## src/rtl/f_pc_sequencer.sv

```systemverilog
// f_pc_sequencer - fetch-stage next-PC scheduler for the pipelined MIPS core.
//
// Owns the architectural fetch PC. Each cycle it selects the next PC from one of
// four sources: exception entry, eret return, branch/jump target, or the
// sequential PC+4. It runs a req/ready handshake with instruction memory. It also
// holds a pending branch target, so the delay-slot fetch in flight completes
// before the fetch stream redirects. A fetch address error (AdEL) on a slot does
// not go to memory. The slot completes at once and carries the AdEL flag down
// the pipe.
//
// Optional feature macro: F_PC_SEQ_PERF_EN. When it is defined, the block adds
// two saturating performance counters, perf_wait and perf_redir.
//
// Ports:
//   clk          in   1   clock, all state on posedge
//   reset        in   1   synchronous, active-high
//   stall        in   1   F/D register cannot accept; hold current fetch
//   br_valid     in   1   one-cycle redirect pulse from D stage
//   br_target    in   32  branch/jump target
//   ex_req       in   1   exception/interrupt flush from CP0
//   eret_req     in   1   eret flush
//   epc          in   32  return address for eret
//   imem_req     out  1   fetch request valid
//   imem_addr    out  32  fetch address (= pc_q)
//   imem_ready   in   1   memory data valid this cycle for imem_addr
//   fetch_valid  out  1   slot accepted into F/D this cycle
//   fetch_pc     out  32  PC of accepted slot (= pc_q)
//   fetch_adel   out  1   accepted slot carries AdEL
//   perf_wait    out  32  (F_PC_SEQ_PERF_EN) cycles with imem_req & ~imem_ready
//   perf_redir   out  32  (F_PC_SEQ_PERF_EN) applied redirects

module f_pc_sequencer #(
  parameter logic [31:0] RESET_PC   = 32'h0000_3000,
  parameter logic [31:0] EXC_VECTOR = 32'h0000_4180,
  parameter logic [31:0] TEXT_LO    = 32'h0000_3000,
  parameter logic [31:0] TEXT_HI    = 32'h0000_6FFF
) (
  input  logic        clk,
  input  logic        reset,
  input  logic        stall,
  input  logic        br_valid,
  input  logic [31:0] br_target,
  input  logic        ex_req,
  input  logic        eret_req,
  input  logic [31:0] epc,
  output logic        imem_req,
  output logic [31:0] imem_addr,
  input  logic        imem_ready,
  output logic        fetch_valid,
  output logic [31:0] fetch_pc,
  output logic        fetch_adel
`ifdef F_PC_SEQ_PERF_EN
  ,
  output logic [31:0] perf_wait,
  output logic [31:0] perf_redir
`endif
);

  typedef enum logic [0:0] {
    StSeq,   // sequential fetch, no redirect pending
    StPend   // branch seen while delay slot still in flight; target held in pend_q
  } state_e;

  state_e      state_q, state_d;
  logic [31:0] pc_q, pc_d;
  logic [31:0] pend_q, pend_d;

  logic adel;
  logic done;
  logic flush;
  logic redir;

  // Address check on the current fetch PC. A bad address never reaches memory.
  assign adel = (pc_q[1:0] != 2'b00) | (pc_q < TEXT_LO) | (pc_q > TEXT_HI);

  assign imem_req  = ~adel & ~reset;
  assign imem_addr = pc_q;

  // An AdEL slot completes without waiting on the memory.
  assign done  = (adel | imem_ready) & ~stall;
  assign flush = ex_req | eret_req;

  assign fetch_valid = done & ~flush;
  assign fetch_pc    = pc_q;
  assign fetch_adel  = adel & fetch_valid;

  // Next-PC select. A flush ignores stall and abandons the fetch in flight.
  always_comb begin
    pc_d  = pc_q;
    redir = 1'b0;
    if (ex_req) begin
      pc_d  = EXC_VECTOR;
      redir = 1'b1;
    end else if (eret_req) begin
      pc_d  = epc;
      redir = 1'b1;
    end else if (done && br_valid) begin
      // Delay slot completes this cycle, so the target goes straight to the PC.
      pc_d  = br_target;
      redir = 1'b1;
    end else if (done && (state_q == StPend)) begin
      pc_d  = pend_q;
      redir = 1'b1;
    end else if (done) begin
      pc_d  = pc_q + 32'd4;  // wraps modulo 2^32; the wrapped value fails the range check
    end
  end

  // Pending-branch state machine.
  always_comb begin
    state_d = state_q;
    pend_d  = pend_q;
    unique case (state_q)
      StSeq: begin
        if (br_valid && !done && !flush) begin
          state_d = StPend;
          pend_d  = br_target;
        end
      end
      StPend: begin
        if (done || flush) begin
          state_d = StSeq;
        end else if (br_valid) begin
          // A branch in the delay slot is architecturally undefined. The newest target wins.
          pend_d = br_target;
        end
      end
      default: state_d = StSeq;
    endcase
  end

  always_ff @(posedge clk) begin
    if (reset) begin
      pc_q    <= RESET_PC;
      state_q <= StSeq;
      pend_q  <= 32'h0;
    end else begin
      pc_q    <= pc_d;
      state_q <= state_d;
      pend_q  <= pend_d;
    end
  end

`ifdef F_PC_SEQ_PERF_EN
  logic [31:0] perf_wait_q;
  logic [31:0] perf_redir_q;

  // Both counters saturate instead of wrapping.
  always_ff @(posedge clk) begin
    if (reset) begin
      perf_wait_q  <= 32'h0;
      perf_redir_q <= 32'h0;
    end else begin
      if (imem_req && !imem_ready && (perf_wait_q != 32'hFFFF_FFFF)) begin
        perf_wait_q <= perf_wait_q + 32'd1;
      end
      if (redir && (perf_redir_q != 32'hFFFF_FFFF)) begin
        perf_redir_q <= perf_redir_q + 32'd1;
      end
    end
  end

  assign perf_wait  = perf_wait_q;
  assign perf_redir = perf_redir_q;
`else
  logic unused_redir;
  assign unused_redir = redir;
`endif

endmodule
```

## config.mk

```make
export PLATFORM = sky130hd
export DESIGN_NAME = f_pc_sequencer
export DESIGN_NICKNAME = d
export VERILOG_FILES = /design/src/rtl/f_pc_sequencer.sv
export SDC_FILE = /design/constraint.sdc
export NUM_CORES = 1
export LEC_CHECK = 0
export ABC_AREA = 1
export CAP_MARGIN = 0
export CORE_MARGIN = 4
export CORE_UTILIZATION = 52
export CTS_CLUSTER_DIAMETER = 30
export DETAILED_ROUTE_END_ITERATION = 10
export GPL_TIMING_DRIVEN = 0
export PLACE_DENSITY = 0.93
export SYNTH_ARGS = -nofsm -noshare
export SYNTH_HDL_FRONTEND = slang
export SYNTH_SLANG_ARGS = --single-unit
```

## constraint.sdc

```tcl
create_clock -name clk -period 3.75 [get_ports clk]
set_input_delay 0.5625 -clock clk [delete_from_list [all_inputs] [get_ports clk]]
set_output_delay 0.5625 -clock clk [all_outputs]
set_load 0.03 [all_outputs]
```

==> impl_metrics.json <==
{
  "cts_tree": "built",
  "antenna_found_initial": 0,
  "power_density_mw_per_mm2": 300.8,
  "grt_max_degree": 12,
  "synth.avg_cell_area_um2": 6.422,
  "p_leak_nw": 2.564,
  "die_height_um": 103.5,
  "clock_latency_ps": 360,
  "setup_viol": 0,
  "grt_usage": 0.3098,
  "ys_seq_elements": 65,
  "crit_type": "reg2out",
  "slowest_delay_ps": 690,
  "vias": 5551,
  "cts.sinks": 65,
  "fmax_ghz": 0.3327,
  "ant_nets": 0,
  "yosys_warnings": 0,
  "nFillCells": 691,
  "grt_pass1_wl_um": 25550,
  "clock_skew_ps": 13.00,
  "rsz0062_at_grt": "no",
  "clk_pin_slew_worst_paths_ps": 70,
  "drive_gt1_frac": 0.1347,
  "routed_via_density": 5.557,
  "timing.final.crit_period_ps": 3005,
  "fin_setup_tns_ps": 0,
  "fin_util": 0.7306,
  "core_area_mm2": 0.008806,
  "hold_violations": 0,
  "initial_core_util": 0.5382,
  "final_max_slew_viol_count": 0,
  "irDropWorstVdd_v": 0.0002081,
  "dieArea_mm2": 0.01071,
  "cts_buffer_depth": 2,
  "post_cts_buffers": 0,
  "die_w_um": 103.5,
  "io_buffers": 137,
  "status": "complete, no violations",
  "cp-start-kind": "flip-flop",
  "h-tree-depth": 3,
  "wl_per_cell_um": 16.32,
  "critPathSlowestCell": "clkdlybuf4s50_1",
  "drtPass1Iterations": 5,
  "drc": 0,
  "syn_area_mm2": 0.004740,
  "ioPinCount": 138,
  "maxCapViolCount": 0,
  "drt_iter0_drc": 605,
  "hpwlAfterDp_um": 12440,
  "crit_required_ps": 3190,
  "grt_pass1_vias": 5256,
  "synth.distinct_cells": 35,
  "syn_inst": 738,
  "min_period_over_period": 0.8015,
  "end_kind": "output port",
  "crit_top_cell": "nand2_1",
  "synth_nets": 810,
  "syn2layout_area_growth_pct": 35.74,
  "fin_nets": 958,
  "grt-ovfl-total": 0,
  "crit_path_cell_trace": "nand2_1 -> nand2_1 -> nand3_2 -> nor2_4 -> nand3_1 -> nor2_1 -> clkdlybuf4s50_1",
  "ys_seq_area_frac": 0.2746,
  "relSlewSlack": 0.5263,
  "rows": 34,
  "antenna_cells": 0,
  "worstMarginPinSlew_ps": 708.0,
  "numCtsBuffers": 9,
  "cts_root_buf": "clkbuf_8",
  "critPathMaxFanout": 7,
  "hp-class": "reg2reg",
  "cts_resized": 0,
  "ctsHoldBuffers": 0,
  "gp_congestion": 1.002,
  "drt-total-wl_um": 16300,
  "crit_arrival_ps": 2440
}
## layout by cell type, fill, tap and decap left out, types with 2 or more instances in the layout
master and n:
nand3_2 4, or2_1 9, buf_1 2, dfxtp_1 65, nor3_1 8, nor2_1 81
clkbuf_8 9, buf_6 15, clkdlybuf4s50_1 137, o21ai_1 34, inv_1 75, o21bai_1 2
o21ai_0 28, clkbuf_1 16, nand2_1 162, inv_2 3, buf_2 4, or2_2 8
xor2_1 18, a21oi_1 54, clkinv_2 3, o21ai_2 4, nand3_1 60, buf_4 34
a21oi_2 27, nand2_4 2, nand3b_1 2, nand4_1 13
## critical path: cells and delay by family, from the launching register on
family	cells	cell delay, ps
simple gates	6	860
buf+inv	1	690
flops	1	540
## synth_stat cells
| cell | count | area [um2] |
|---|---|---|
| nand3b_1 | 2 | 15.01 |
| xnor2_1 | 1 | 8.760 |
| nand4_4 | 1 | 21.27 |
| xor2_1 | 18 | 157.7 |
| buf_2 | 4 | 20.02 |
| o21ai_2 | 4 | 35.03 |
| clkbuf_1 | 14 | 52.55 |
| nand2_1 | 162 | 608.1 |
| nand3_1 | 60 | 300.3 |
| buf_4 | 34 | 255.2 |
| nand2_4 | 2 | 22.52 |
| ha_1 | 1 | 12.51 |
| a31oi_1 | 1 | 6.260 |
| o21ai_0 | 28 | 140.1 |
| nor2_1 | 81 | 304.0 |
| nand4_1 | 13 | 81.33 |
| buf_1 | 2 | 7.510 |
| dfxtp_1 | 65 | 1301 |
| buf_6 | 15 | 168.9 |
| or2_2 | 8 | 50.05 |
| or2_1 | 9 | 56.30 |
| nor4_1 | 1 | 6.260 |
| inv_1 | 75 | 281.5 |
| nor3_1 | 8 | 40.04 |
| nand2_2 | 1 | 6.260 |
| nor2_4 | 1 | 11.26 |
| a21oi_1 | 54 | 270.3 |
| clkinv_2 | 1 | 5.000 |
| o21ai_1 | 34 | 170.2 |
| clkinv_1 | 1 | 3.750 |
| nand3_2 | 4 | 40.04 |
| o21bai_1 | 2 | 15.01 |
| a21oi_2 | 27 | 236.5 |
| nand3_4 | 1 | 17.52 |
| inv_2 | 3 | 11.26 |
## flip-flops by register name (all words and copies together), names as in the netlist, named ones only
name and count:
pend_q 32, fetch_pc 30, state_q 1
## layer usage
metal / routed length, um / part of all wire / global-route usage
met1: 6529 / 0.40 / 0.4071
met2: 7172 / 0.44 / 0.4833
met3: 1978 / 0.12 / 0.06841
met4: 622 / 0.038 / 0.1444
met5: 0 / 0 / 0
## metrics by stage
step / hold slack [ps] / worst slack (ps) / std cells / instance area, um2 / power [mW]
2_1_floorplan: 428.2 / 1216 / 738 / 4740 / 1.105
3_3_place_gp: 439.1 / 819.7 / 983 / 6246 / 1.337
3_5_place_dp: 442.2 / 797.1 / 983 / 6246 / 1.346
4_1_cts: 454.1 / 785.1 / 999 / 6434 / 1.925
5_1_grt: 461.3 / 628.8 / 999 / 6434 / 2.014
6_report: 452.9 / 744.6 / 999 / 6434 / 1.935
## worst paths after layout
kind	end	cells after the start	slack, ps	startpoint
max reg2reg	fetch_pc[20]	11	1120	fetch_pc[2]
max	imem_req	7	740	fetch_pc[13]
min	pend_q[9]	2	450	pend_q[9]
min reg2reg	pend_q[9]	2	450	pend_q[9]
## kinds of logic after synthesis
family / count (synthesis) / share of synthesized area
and+or+nand+nor: 354 / 0.3334
AOI/OAI and AO/OA: 150 / 0.1843
buffers and inverters: 149 / 0.1700
DFF: 65 / 0.2746
xor gates and xnor gates: 19 / 0.03511
adders and majority gates: 1 / 0.002639
## power breakdown
| group | internal (mW) | total [mW] | switching [mW] |
|---|---|---|---|
| registers | 0.724 | 0.773 | 0.0495 |
| clock network | 0.306 | 0.591 | 0.284 |
| logic | 0.254 | 0.571 | 0.317 |
| total | 1.28 | 1.94 | 0.651 |
## area by class of cell
cell class / count / area (um2) / share of cell area
multi-input combinational: 524 / 2633 / 0.4092
timing repair buffer: 137 / 1371 / 0.2131
sequential: 65 / 1301 / 0.2023
buffer: 69 / 504.2 / 0.07837
inverter: 80 / 301.5 / 0.04687
tap: 108 / 135.1 / 0.02100
clock buffer: 11 / 131.4 / 0.02042
clock inverter: 5 / 56.30 / 0.008751
No activity file was read; power rests on OpenSTA's default activity.
